[src/rtl/mips_pkg.sv]
// Shared definitions for the MIPS core's PC sequencing logic.
package mips_pkg;

  // Sequencer states: fetch, wait for decode, wait for the ALU zero flag, commit.
  typedef enum logic [1:0] {
    BUSCA    = 2'd0,
    DECIDE   = 2'd1,
    AVALIA   = 2'd2,
    ATUALIZA = 2'd3
  } estado_t;

  localparam logic [31:0] RESET_PC_PADRAO = 32'h0000_0000;

  // Branch offset in words -> signed byte offset.
  function automatic logic [31:0] desloc_desvio(input logic [15:0] imediato);
    return {{14{imediato[15]}}, imediato, 2'b00};
  endfunction

endpackage

[src/rtl/somador_branch.sv]
// Branch adder of the core: pc_mais4 plus the byte offset gives the branch target.
module somador_branch (
  input  logic [31:0] base,
  input  logic [31:0] desloc,
  output logic [31:0] soma
);

  assign soma = base + desloc;

endmodule

[src/rtl/controle_pc.sv]
// Multicycle next-PC sequencer: fetch over req/ack, wait for the decoder decision,
// wait for the ALU zero flag on branches, then commit PC+4, branch or jump target.
//
// Handshakes: mem_req is held high in BUSCA until the cycle mem_ack is seen
// (mem_dado valid in that same cycle); decisao_valida and zero_valido are single
// sampled qualifiers, acted upon only in DECIDE and AVALIA respectively and ignored
// in every other state.
module controle_pc #(
  parameter logic [31:0] RESET_PC = mips_pkg::RESET_PC_PADRAO,
  parameter int          LARGURA  = 32
) (
  input  logic               clock,
  input  logic               reset,
  output logic               mem_req,
  output logic [LARGURA-1:0] mem_addr,
  input  logic               mem_ack,
  input  logic [LARGURA-1:0] mem_dado,
  output logic [LARGURA-1:0] instrucao,
  output logic               instrucao_valida,
  input  logic               decisao_valida,
  input  logic               salto,
  input  logic               desvio_eq,
  input  logic               desvio_ne,
  input  logic [15:0]        imediato,
  input  logic [25:0]        alvo,
  input  logic               zero,
  input  logic               zero_valido,
  input  logic               congela,
  output logic [LARGURA-1:0] pc,
  output logic [31:0]        contador_instr,
  output logic [1:0]         estado
);

  import mips_pkg::*;

  estado_t            estado_atual, estado_prox;
  logic               reset_reg;
  logic [LARGURA-1:0] pc_mais4;
  logic [LARGURA-1:0] prox;
  logic [15:0]        imediato_reg;
  logic               eq_reg, ne_reg;
  logic [LARGURA-1:0] alvo_desvio;
  logic               tomado;
  logic               aceita_busca, aceita_decisao, aceita_zero, commit;

  assign estado   = estado_atual;
  assign mem_addr = pc;
  assign mem_req  = (estado_atual == BUSCA) && !reset_reg;
  assign tomado   = (eq_reg & zero) | (ne_reg & ~zero);

  somador_branch u_somador_branch (
    .base   (pc_mais4),
    .desloc (desloc_desvio(imediato_reg)),
    .soma   (alvo_desvio)
  );

  // State register; reset aborts whatever operation is in flight.
  always_ff @(posedge clock) begin
    if (reset) estado_atual <= BUSCA;
    else       estado_atual <= estado_prox;
  end

  // Next-state logic and the per-state accept strobes that enable the datapath.
  always_comb begin
    estado_prox    = estado_atual;
    aceita_busca   = 1'b0;
    aceita_decisao = 1'b0;
    aceita_zero    = 1'b0;
    commit         = 1'b0;
    case (estado_atual)
      BUSCA: begin
        if (mem_req && mem_ack) begin
          aceita_busca = 1'b1;
          estado_prox  = DECIDE;
        end
      end
      DECIDE: begin
        if (decisao_valida) begin
          aceita_decisao = 1'b1;
          if (!salto && (desvio_eq || desvio_ne)) estado_prox = AVALIA;
          else                                    estado_prox = ATUALIZA;
        end
      end
      AVALIA: begin
        if (zero_valido) begin
          aceita_zero = 1'b1;
          estado_prox = ATUALIZA;
        end
      end
      ATUALIZA: begin
        if (!congela) begin
          commit      = 1'b1;
          estado_prox = BUSCA;
        end
      end
      default: estado_prox = BUSCA;
    endcase
  end

  // One-cycle flag after reset keeps mem_req low in the first released cycle.
  always_ff @(posedge clock) begin
    reset_reg <= reset;
  end

  // Datapath: instruction latch, PC+4, latched branch operands, next PC and commit.
  always_ff @(posedge clock) begin
    if (reset) begin
      pc               <= RESET_PC;
      instrucao        <= '0;
      instrucao_valida <= 1'b0;
      contador_instr   <= '0;
      pc_mais4         <= '0;
      prox             <= '0;
      imediato_reg     <= '0;
      eq_reg           <= 1'b0;
      ne_reg           <= 1'b0;
    end else begin
      instrucao_valida <= aceita_busca;
      if (aceita_busca) begin
        instrucao <= mem_dado;
        pc_mais4  <= pc + LARGURA'(4);
      end
      if (aceita_decisao) begin
        if (salto) begin
          prox <= {pc_mais4[31:28], alvo, 2'b00};
        end else if (desvio_eq || desvio_ne) begin
          imediato_reg <= imediato;
          eq_reg       <= desvio_eq;
          ne_reg       <= desvio_ne;
        end else begin
          prox <= pc_mais4;
        end
      end
      if (aceita_zero) begin
        prox <= tomado ? alvo_desvio : pc_mais4;
      end
      if (commit) begin
        pc             <= prox;
        contador_instr <= contador_instr + 32'd1;
      end
    end
  end

endmodule

[config.mk]
export PLATFORM = sky130hd
export DESIGN_NAME = controle_pc
export DESIGN_NICKNAME = d
export VERILOG_FILES = /design/src/rtl/mips_pkg.sv /design/src/rtl/somador_branch.sv /design/src/rtl/controle_pc.sv
export SDC_FILE = /design/constraint.sdc
export NUM_CORES = 1
export LEC_CHECK = 0
export ABC_CLOCK_PERIOD_IN_PS = 3700
export CORE_MARGIN = 2
export CORE_UTILIZATION = 35
export CTS_BUF_LIST = sky130_fd_sc_hd__clkbuf_8
export DETAILED_ROUTE_END_ITERATION = 10
export PLACE_DENSITY = 0.61
export RECOVER_POWER = 25
export SKIP_LAST_GASP = 1
export SYNTH_ARGS = -nofsm -noshare
export SYNTH_HDL_FRONTEND = slang
export SYNTH_SLANG_ARGS = --single-unit
[constraint.sdc]
create_clock -name clock -period 3.7 [get_ports clock]
set_input_delay 1.11 -clock clock [delete_from_list [all_inputs] [get_ports clock]]
set_output_delay 1.11 -clock clock [all_outputs]
set_load 0.02 [all_outputs]
=== Yosys cells after proc, flatten, opt, wreduce, memory -nomap -nowiden ===
Index checks and enable logic that the tools add are counted.

* Flip-flop bits (word level): 182
* Latch bits: 0
* Memory bits (writable): 0
* Memory bits (read-only): 0
* Input bits: 84
* Memories kept: 0

* $add $sub $neg: 3
* $mul: 0
* Div/mod/pow operators: 0
* Order comparisons: 0
* Equal/unequal tests: 8
* Shift-type cells: 0
* Muxes and demuxes: 19
* Bitwise gates (word level): 5
* Reductions and logical operators: 11

{| class="wikitable"
|+ Operators with widths
! kind !! number
|-
| 32-bit two-way mux || 5
|-
| 32-bit by 1-bit adder with 32-bit output, second input constant || 1
|-
| 32-bit by 3-bit adder with 32-bit output, second input constant || 1
|-
| 32-bit adder || 1
|-
| 1-bit two-way mux || 9
|-
| 2-bit two-way mux || 4
|-
| 2-bit case mux with 4 select lines || 1
|-
| 2-bit inequality test, second input constant || 3
|-
| 2-bit equality test, second input constant || 2
|-
| 4-bit AND reduction || 1
|-
| 1-bit logical AND || 3
|-
| 3-bit inequality test, second input constant || 1
|-
| 3-bit AND reduction || 1
|-
| 1-bit AND || 2
|-
| 2-bit by 1-bit equality test with 1-bit output, second input constant || 1
|-
| 1-bit logical NOT || 2
|-
| 2-bit logical NOT || 1
|-
| 2-bit by 1-bit inequality test with 1-bit output, second input constant || 1
|-
| 1-bit NOT || 2
|-
| 2-bit AND reduction || 1
|-
| 2-bit nonzero test || 1
|-
| 1-bit logical OR || 1
|-
| 1-bit OR || 1
|}

=== Depth between registers and ports, before layout ===
Gate-level depths: netlist (run 1).

* Depth in word-level cells: 5
* Mapped depth: 10
* Depth with buffers taken out: 10

=== By module ===
From an unflattened synthesis (run 1), not the netlist that was laid out.

* Cell total of the unflattened synthesis: 1249
* Area total of the unflattened synthesis: 10025.9 um^2

{| class="wikitable"
|+ Modules (own cells, without submodules)
! module !! times used !! cells each !! area an instance (um^2) !! sequential area each (um^2)
|-
| controle_pc || 1 || 1008 || 8281.7 || 3643.5
|-
| somador_branch || 1 || 241 || 1744.2 || 0.0
|}

=== Worst setup path before layout (run 1) ===
No wires, ideal clock.

* Path kind: input port to flip-flop
* Start: input salto
* End: register prox[31]
* Setup time: 0.115 ns
* Arrival time: 2.736 ns
* Data required time: 3.585 ns
* Setup slack: 0.849 ns
* Cell stages on the path: 9
* Path buffers: 2
* Cell sequence: clkbuf_1 o21bai_4 and3_1 clkbuf_1 o311a_1 nor2b_1 mux4_2 a21oi_1 nand2_1

* Word-level cells in the longest chain between the ends: 3
* Elaborated cells on any way between the ends: 5

{| class="wikitable"
|+ Ends and longest elaborated chain
! what !! line !! text
|-
| start, declared || controle_pc.sv:21 || <nowiki>input logic salto,</nowiki>
|-
| 32-bit two-way mux || controle_pc.sv:124 || <nowiki>if (salto) begin</nowiki>
|-
| 32-bit two-way mux || controle_pc.sv:123 || <nowiki>if (aceita_decisao) begin</nowiki>
|-
| 32-bit two-way mux || controle_pc.sv:134 || <nowiki>if (aceita_zero) begin</nowiki>
|-
| end signal, assigned || controle_pc.sv:125 || <nowiki>prox <= {pc_mais4[31:28], alvo, 2'b00};</nowiki>
|-
| end signal, assigned || controle_pc.sv:131 || <nowiki>prox <= pc_mais4;</nowiki>
|-
| end signal, assigned || controle_pc.sv:135 || <nowiki>prox <= tomado ? alvo_desvio : pc_mais4;</nowiki>
|-
| end, declared || controle_pc.sv:39 || <nowiki>logic [LARGURA-1:0] prox;</nowiki>
|}

Parallel ways exist; a longest one is shown, timed or not. The select of a mux whose other input is x is not followed.
A chain may end at the register's enable or synchronous reset.

=== Worst setup path in the final report (run 1) ===
* Start: register estado_atual[0] (netlist: estado[0])
* End: output mem_req

* Word-level cells in the longest chain between the ends: 2

{| class="wikitable"
|+ Ends and longest elaborated chain
! what !! line !! text
|-
| start, declared || controle_pc.sv:36 || <nowiki>estado_t estado_atual, estado_prox;</nowiki>
|-
| start signal, assigned || controle_pc.sv:60 || <nowiki>else estado_atual <= estado_prox;</nowiki>
|-
| 2-bit logical NOT || controle_pc.sv:48 || <nowiki>assign mem_req = (estado_atual == BUSCA) && !reset_reg;</nowiki>
|-
| 1-bit logical AND || controle_pc.sv:48 ||
|-
| end, declared || controle_pc.sv:14 || <nowiki>output logic mem_req,</nowiki>
|}

No other way between the ends.

==> results.txt, run 1 <==
The final count of pins violating max slew came out at 175. Of the post-synthesis cell area, the dominant cell type holds 0.372. The worst slew margin relative to its limit came out at -0.373. The worst stage delay on the critical path came out at approximately 0.67 ns. The overall overflow remaining after global route is 0. The maximum level of the CTS H-tree is 4.

The aggregate global-route resource usage is 0.198. The worst setup path is launched from a register. The number of nets with antenna violations after routing is 0.

The port buffer count came out at 215. The number of antenna cells inserted came out at 0. The final number of setup-violating endpoints is 0. The min-delay analysis places its worst path in the category register to register. The effective utilization at floorplan came out at 0.354. The via density per instance is 5.17. Sorting the synthesized cells by area gives the leading types as sky130_fd_sc_hd__dfxtp_1, sky130_fd_sc_hd__nand2_1, sky130_fd_sc_hd__a21oi_1, sky130_fd_sc_hd__ha_1, sky130_fd_sc_hd__nor2_1. The area growth from synthesis to layout is 26.6%. After detailed routing, the number of remaining DRC violations is 0. The share of synthesized flip-flops with an asynchronous set or reset came out at 0. For this run, the leading register cell type out of synthesis is sky130_fd_sc_hd__dfxtp_1. Measured in cells, the most critical reg-to-reg path has a length of 10. Cell internal power was estimated by the tool at 2850 uW. The total half-perimeter wirelength after legalization and detailed placement is 20.8 mm. The share of final-layout standard cells stronger than drive strength 1 came out at 0.0554. The kind of cell with the highest combined delay on the critical path is buffers and inverters. The run finished, with violations left. The number of synthesis warnings is 0.

After layout, the minimum clock period comes to 3.16 ns. The number of hold buffers added after CTS is 0. The maximum operating frequency is 316 MHz.

The synthesized-area fraction occupied by ao, oa, aoi and oai cells came out at 0.202. The iteration count of the initial detailed-routing pass came out at 5. The leakage component of the power came out at 0.00431 uW. The clock-pin slew on the worst setup and hold paths came out at 0.11 ns. The core area is about 0.028 mm2. The final number of hold-violating endpoints is 0. The count of boundary I/O pins is 216. Of the total synthesized cell area, the portion taken by XOR and XNOR cells is 0.0670. The switching power as a share of total power came out at 0.309.

The clock passes through at most 2 buffers. Of the total synthesized cell area, the portion taken by full adders, half adders and majority gates is 0.0467. The post-synthesis share of cell area spent on and, or, nand and nor gates is 0.220. The post-synthesis instance area is 0.00980 mm2. In this run the worst path has a maximum fanout of 5.

The setup TNS is 0 ns. The number of enable flip-flop cells after synthesis came out at 0. The cell count after synthesis came out at ~1200. Summed over all nets, the switching power comes to 1280 uW. The die covers a little under 0.03 mm2. The number of buffers added for setup after CTS is 0. The combinational fraction of design power is 0.159. The number of cell rows came out at 61. CTS placed an instance of sky130_fd_sc_hd__clkbuf_8 at the clock tree root. For the worst setup path, the data required time is about 2.6 ns. Among all stages on the critical path, the largest delay is contributed by sky130_fd_sc_hd__clkdlybuf4s50_1. Setup repair after global routing left no endpoint under its margin. The sum of routed wire length over all layers came out at 29.3 mm.

The worst hold path passes through 2 cells. Counting both buffers and inverters, the worst setup path holds a total of 2. The final-layout worst hold slack came out at approximately 0.46 ns. The share of cell area taken by muxes after synthesis came out at 0.0282. The number of nets in the layout came out at 1514. The number of register bits inferred by synthesis came out at roughly 180. Max-cap violations in this run came to 1. TritonCTS built the clock tree. The later-pin clock latency in the skew report is ~0.48 ns. The via count of the first global-routing pass came out at 8736.

The clock network power share is 0.329. The detailed router's first-iteration violation count came out at roughly 710. The critical path data arrival time is 2.05 ns.

The checks that failed: capacitance limit, slew limit. The setup skew after layout is about 0.02 ns. The largest total area in the synthesized netlist belongs to sky130_fd_sc_hd__dfxtp_1. The initial antenna violation count came out at 0.

The first-pass GRT wire length came out at 46.1 mm. Clock tree synthesis inserted a total of 17 buffers. The sequential cell fraction of total power came out at 0.512.

The net count of the mapped netlist came out at 1367. The post-cts sizing count is 0. Of the synthesized area, sequential elements account for 0.372. The endpoint type of the worst setup path is an output pin. The critical path goes through inv_1 > ha_1 > nor2b_1 > clkdlybuf4s50_1. The width of the die is between 150 and 200 um.

The overall via count from detail_route came out at 9224. The worst setup path is of the register to output pin kind. The share of the clock period used by the worst path is 0.855. The average cell area after synthesis came out at 7.86 um2.

The number of distinct library cell variants in the gate-level netlist after synthesis came out at 69. The die boundary height came out at 171 um. The maximum vdd ir drop is 0.000169 V. After detailed routing, the average wire length per cell comes to ~16 um.

The largest net degree at the start of global routing is between 150 and 200. The clock net in this run drives a total of 182 sinks. By area, the combinational part of the netlist is dominated by simple AND/OR/NAND/NOR gates. The final weighted congestion in routability-driven placement came out at 0.953. The pin slew with the least headroom to its limit is 2.06 ns.

The power density over the cells came out at 333 mW/mm2. The total number of cells along the worst setup path is 4.
synth_stat cells, types with 5 or more instances:
cell,instances
sky130_fd_sc_hd__a211oi_1,40
sky130_fd_sc_hd__a21o_1,9
sky130_fd_sc_hd__a21oi_1,149
sky130_fd_sc_hd__a221oi_1,5
sky130_fd_sc_hd__a311oi_1,5
sky130_fd_sc_hd__a31oi_1,14
sky130_fd_sc_hd__and3_1,17
sky130_fd_sc_hd__buf_2,5
sky130_fd_sc_hd__buf_4,32
sky130_fd_sc_hd__clkbuf_1,63
sky130_fd_sc_hd__dfxtp_1,182
sky130_fd_sc_hd__ha_1,35
sky130_fd_sc_hd__inv_1,25
sky130_fd_sc_hd__mux2i_1,22
sky130_fd_sc_hd__nand2_1,230
sky130_fd_sc_hd__nand3_1,35
sky130_fd_sc_hd__nand4_1,17
sky130_fd_sc_hd__nor2_1,116
sky130_fd_sc_hd__nor2b_1,5
sky130_fd_sc_hd__nor3_1,23
sky130_fd_sc_hd__nor4_1,5
sky130_fd_sc_hd__o21ai_0,38
sky130_fd_sc_hd__o21ai_1,5
sky130_fd_sc_hd__o21bai_1,6
sky130_fd_sc_hd__o22ai_1,10
sky130_fd_sc_hd__or3_1,7
sky130_fd_sc_hd__xnor2_1,39
sky130_fd_sc_hd__xor2_1,36
area by class of cell:
cell class | instances | area, um2
inverters | 25 | 93.8
multi-input cells | 935 | 5520
flip-flops and latches | 182 | 3640
repair buffers | 233 | 2280
clock buffers | 18 | 248
clock inverters | 14 | 144
fillers | 2807 | 15300
well taps | 378 | 473
per-stage QoR:
stage           util  setup slack, ns  instances  total power (uW)  instance area [um2]
2_1_floorplan      -            0.849       1247              2550                 9800
3_3_place_gp   0.435            0.402       1753              2800                12100
3_5_place_dp   0.435            0.307       1753              2810                12100
4_1_cts        0.449            0.516       1785              4170                12400
5_1_grt        0.448            0.416       1785              4320                12400
6_report       0.448            0.536       1785              4130                12400
routing by layer:
| layer | part of all wire | global-route usage |
|---|---|---|
| met2 | 0.46 | 0.325 |
| met5 | 0 | 0 |
| met3 | 0.045 | 0.0327 |
| met1 | 0.47 | 0.267 |
| met4 | 0.020 | 0.0578 |
power by group through the flow:
stage / Sequential [uW] / Clock (uW) / Combinational (uW)
finish: 2110 / 1360 / 657
detailed placement: 2150 / 0 / 657
global placement: 2150 / 0 / 649
CTS: 2110 / 1400 / 660
floorplan: 2170 / 0 / 383
global route: 2120 / 1470 / 726
placed cells by master (no fill, tap or decap), types with 3 or more instances in the layout:
cell type,count
sky130_fd_sc_hd__dfxtp_1,182
sky130_fd_sc_hd__ha_1,35
sky130_fd_sc_hd__and3_1,17
sky130_fd_sc_hd__clkdlybuf4s50_1,213
sky130_fd_sc_hd__nor3_1,23
sky130_fd_sc_hd__nor2b_1,4
sky130_fd_sc_hd__nand4_1,17
sky130_fd_sc_hd__a21oi_1,149
sky130_fd_sc_hd__inv_1,25
sky130_fd_sc_hd__a31oi_1,14
sky130_fd_sc_hd__nand2b_1,3
sky130_fd_sc_hd__a22oi_1,3
sky130_fd_sc_hd__o211ai_1,3
sky130_fd_sc_hd__clkinv_4,3
sky130_fd_sc_hd__nand3_1,35
sky130_fd_sc_hd__a21o_1,9
sky130_fd_sc_hd__a311oi_1,5
sky130_fd_sc_hd__a2111oi_0,4
sky130_fd_sc_hd__o21ai_0,38
sky130_fd_sc_hd__clkinv_8,3
sky130_fd_sc_hd__inv_6,3
sky130_fd_sc_hd__buf_4,15
sky130_fd_sc_hd__xor2_1,36
sky130_fd_sc_hd__or3_1,7
sky130_fd_sc_hd__o31ai_1,4
sky130_fd_sc_hd__nand2_1,230
sky130_fd_sc_hd__nor3_2,3
sky130_fd_sc_hd__o21bai_1,6
sky130_fd_sc_hd__a211oi_1,40
sky130_fd_sc_hd__o21a_1,3
sky130_fd_sc_hd__nor2_1,116
sky130_fd_sc_hd__xnor2_1,39
sky130_fd_sc_hd__o22ai_1,10
sky130_fd_sc_hd__clkbuf_8,18
sky130_fd_sc_hd__nor4_1,6
sky130_fd_sc_hd__mux2i_1,21
sky130_fd_sc_hd__o21ai_1,5
sky130_fd_sc_hd__a221oi_1,5
worst register-to-register path: stages, from the launching register on:
cell                        delay [ns]
sky130_fd_sc_hd__dfxtp_1          0.34
sky130_fd_sc_hd__ha_1             0.22
sky130_fd_sc_hd__fa_1             0.44
sky130_fd_sc_hd__a211oi_1         0.34
sky130_fd_sc_hd__o21ai_1          0.19
sky130_fd_sc_hd__nand3_1          0.12
sky130_fd_sc_hd__nor3b_2          0.31
sky130_fd_sc_hd__o21ai_2          0.14
sky130_fd_sc_hd__a41oi_1          0.32
sky130_fd_sc_hd__xor2_1           0.15
sky130_fd_sc_hd__a2111oi_2        0.36
final timing paths:
check / slack [ns] / end / startpoint
hold reg to reg: 0.46 / mem_addr[20] / prox[20]
setup reg to reg: 0.66 / prox[28] / pc_mais4[2]
hold / removal: 0.46 / mem_addr[20] / prox[20]
setup / recovery: 0.54 / mem_req / estado[0]
kinds of logic after synthesis:
group | Yosys count
buf+inv | 130
xor+xnor | 75
mux | 25
fa+ha+maj | 36
simple gates | 481
compound gates | 318
flops | 182
Power figures use the tool's default switching activity.
==> run 2, diff against run 1 <==
--- a/config.mk
+++ b/config.mk
@@ -9,10 +9,12 @@
 export CORE_MARGIN = 2
 export CORE_UTILIZATION = 35
 export CTS_BUF_LIST = sky130_fd_sc_hd__clkbuf_8
+export CTS_CLUSTER_DIAMETER = 30
 export DETAILED_ROUTE_END_ITERATION = 10
 export PLACE_DENSITY = 0.61
 export RECOVER_POWER = 25
 export SKIP_LAST_GASP = 1
 export SYNTH_ARGS = -nofsm -noshare
 export SYNTH_HDL_FRONTEND = slang
+export SYNTH_HIERARCHICAL = 1
 export SYNTH_SLANG_ARGS = --single-unit
==> results.txt, run 2 <==
The flow ran to the end, but the final reports show violations. The checks that failed: capacitance limit, slew limit. The overall overflow remaining after global route is 0. The count of filler cells inserted in the layout came out at 2830. The later-pin clock latency in the skew report is 0.48 ns. In the finished design, the share of the clock period the worst path needs comes to 0.875. The final count of pins violating max slew came to 147. The largest net degree at the start of global routing came out at 113. CTS saw 182 sinks.

The die boundary height is 173 um. The area growth from synthesis to final layout is 25.8%. The number of buffers added for setup after CTS came out at 0. The detailed router finished its first iteration with 603 violations. The worst setup slack for register-to-register paths is 0.46 ns. The final number of hold-violating endpoints came out at 0. In this run, synthesis inferred 0 flip-flops with an integrated enable.

The number of CTS-inserted buffers came out at 17. Clock tree synthesis selected as its root buffer the cell sky130_fd_sc_hd__clkbuf_8. The die area came out at 0.0300 mm2. The average cell area after synthesis is 8.03 um2. The maximum buffer depth of the clock tree is 2. After detailed routing, the number of vias per cell comes to between 5 and 6. The leakage component of the power came out at about 0.0044 uW. The via count of the first global-routing pass came out at 9206. The most common library cell in the layout ignoring fill and taps is sky130_fd_sc_hd__nand2_1. After synthesis the cells add up to 0.0100 mm2. The number of nets with antenna violations after routing came out at 0. The overall via count from detail_route is 9647. The area share of the largest cell type after synthesis came out at 0.363. The clock-pin slew on the worst setup and hold paths came out at 0.11 ns. The maximum level of the CTS H-tree came out at 4. The final layout contains 1509 nets.

Counting every instance in the synthesized netlist gives roughly 1200. The number of design rule violations left after detail routing is 0. The worst setup path is of the register to register kind.

The commonest cells after synthesis are sky130_fd_sc_hd__nand2_1, sky130_fd_sc_hd__dfxtp_1, sky130_fd_sc_hd__a21oi_1, sky130_fd_sc_hd__clkbuf_1, sky130_fd_sc_hd__nor2_1. The post-layout instance count excluding filler cells is 1780. For this run, the top clock speed supported by timing is 309 MHz. The effective utilization at floorplan came out at 0.358. At the pin with the least slew margin, the transition time is 2.19 ns. The cell accounting for the most synthesized area is sky130_fd_sc_hd__dfxtp_1.

The kind of start point of the critical path is a register. The final number of setup-violating endpoints came out at 0. The final weighted congestion in routability-driven placement came out at 0.932.

The worst slew margin relative to its limit is -0.459. The number of synthesis warnings came out at 6. Along the worst path, the maximum fanout reaches 16. The post-cts sizing count came out at 0. TritonCTS built the clock tree. The worst setup path is captured at a register. The most common cell in the synthesized netlist is sky130_fd_sc_hd__nand2_1. The number of hold buffers added after CTS is 0. The path class of the lowest-slack min-delay path is register to register. The most used flip-flop cell after synthesis is sky130_fd_sc_hd__dfxtp_1. The minimum clock period came out at 3.24 ns.

Setup repair after global routing left no endpoint under its margin. The initial antenna violation count came out at 2. The port buffer count is 215.

The cell depth of the worst min-delay path is 2. The share of synthesized flip-flops with an asynchronous set or reset is 0. In this run, distinct cell masters in the synthesized netlist total 68. The first-pass GRT wire length came out at 50.7 mm.

Between clock sinks in the finished design, the worst skew comes to 0.0188 ns. Measured in cells, the most critical reg-to-reg path has a length of 10. In the final layout, the share of cells above drive strength 1 is 0.0664. Once detailed placement completed, the half-perimeter wirelength came to 22.1 mm.

The maximum vdd ir drop came out at 0.000219 V. The iteration count of the initial detailed-routing pass is 5. The sum of routed wire length over all layers came out at 31.4 mm.

In this run the standard cell core region covers 0.0280 mm2. The power density over the cells came out at 327 mW/mm2. The proportion of synthesized chip area in sequential cells is 0.363. The tool flagged a number of max-cap violations equal to 2. The number of cell rows came out at between 60 and 70. The width of the die came out at 173 um. Dividing the detail-routed wire length by the instance count gives 17.7 um.

Leaving out fill and tap cells, the most frequent cells in the layout are sky130_fd_sc_hd__nand2_1, sky130_fd_sc_hd__clkdlybuf4s50_1, sky130_fd_sc_hd__dfxtp_1. Sorting the synthesized cells by area gives the leading types as sky130_fd_sc_hd__dfxtp_1, sky130_fd_sc_hd__nand2_1, sky130_fd_sc_hd__a21oi_1, sky130_fd_sc_hd__ha_1, sky130_fd_sc_hd__a211oi_1. The aggregate global-route resource usage came out at 0.207.

The count of placed standard cells including taps is 1746. STA puts the critical path data arrival time at 3.58 ns. STA puts the critical path data required time at 4.04 ns. Adding up every negative setup slack in the final design gives 0 ns. The number of register bits inferred by synthesis is 182. Pin placement for this block handled approximately 220 I/O pins.
## run 2: changes by cell type in the layout (fill, tap and decap cells not counted), moves of 14 or more
cell,change
sky130_fd_sc_hd__nor2_1,-57
sky130_fd_sc_hd__o32ai_1,+25
sky130_fd_sc_hd__or4_1,+22
sky130_fd_sc_hd__nor2b_1,+16
sky130_fd_sc_hd__mux2_2,+15
sky130_fd_sc_hd__o31ai_1,+15
sky130_fd_sc_hd__a21oi_1,-14
## run 2: report_power, final
group	leakage, uW	internal, uW	switching, uW
sequential	0.00148	2040	65.7
combinational	0.00269	289	351
clock	0.000196	508	865
total	0.00436	2840	1280
## run 2: layer usage
layer,part of all wire,GRT usage,up-vias
met5,0,0,-
met4,0.018,0.0590,0
met3,0.068,0.0564,38
met2,0.45,0.327,270
met1,0.46,0.277,4591
li1,-,-,4748
## run 2: worst max-delay path, stage by stage (launching register included)
cell                       delay (ns)
sky130_fd_sc_hd__dfxtp_1         0.75
sky130_fd_sc_hd__ha_1            0.45
sky130_fd_sc_hd__a211oi_1        0.22
sky130_fd_sc_hd__o21ai_0         0.15
sky130_fd_sc_hd__o311ai_1        0.41
sky130_fd_sc_hd__o21ai_0         0.16
sky130_fd_sc_hd__a311oi_1        0.30
sky130_fd_sc_hd__o21bai_1        0.11
sky130_fd_sc_hd__xor2_1          0.15
sky130_fd_sc_hd__o32ai_1         0.29
sky130_fd_sc_hd__o32ai_1         0.12
## run 2: per-stage QoR
stage	setup WS [ns]	instance area, um2	utilization	hold slack [ns]	total power (uW)
2_1_floorplan	0.935	10000	-	0.431	2520
3_3_place_gp	0.575	12200	0.437	0.440	2790
3_5_place_dp	0.496	12200	0.437	0.447	2790
4_1_cts	0.507	12600	0.451	0.460	4170
5_1_grt	0.261	12600	0.450	0.480	4320
6_report	0.462	12600	0.450	0.459	4120
## run 2: cell families after synthesis
kind of cell / after synthesis / synth area share
other cells: 1 / 0.000374
mux: 34 / 0.0359
fa+ha+maj: 38 / 0.0482
buf+inv: 135 / 0.0649
xor+xnor: 49 / 0.0428
compound gates: 357 / 0.233
flops: 182 / 0.363
simple gates: 453 / 0.212
## run 2: path summary, 6_finish.rpt
| kind | startpoint | end |
|---|---|---|
| worst max-delay path | imediato_reg[15] | prox[26] |
| worst min-delay path | prox[2] | mem_addr[2] |
| worst max register to register | imediato_reg[15] | prox[26] |
| worst min register to register | prox[2] | mem_addr[2] |
## run 2: layout make-up
cell class	instances	area, um2	share of cell area
inverters	18	67.6	0.00536
multi-input cells	934	5760	0.456
clock buffers	17	234	0.0185
clock inverters	15	153	0.0121
repair buffers	234	2280	0.181
diodes	2	5.00	0.000397
flip-flops and latches	182	3640	0.289
well taps	378	473	0.0375
==> run 3, diff against run 2 <==
--- a/config.mk
+++ b/config.mk
@@ -5,11 +5,9 @@
 export SDC_FILE = /design/constraint.sdc
 export NUM_CORES = 1
 export LEC_CHECK = 0
-export ABC_CLOCK_PERIOD_IN_PS = 3700
 export CORE_MARGIN = 2
 export CORE_UTILIZATION = 35
 export CTS_BUF_LIST = sky130_fd_sc_hd__clkbuf_8
-export CTS_CLUSTER_DIAMETER = 30
 export DETAILED_ROUTE_END_ITERATION = 10
 export PLACE_DENSITY = 0.61
 export RECOVER_POWER = 25
==> results of run 3 <==
No change in the layout: final DEF, timing and power equal those of run 2.
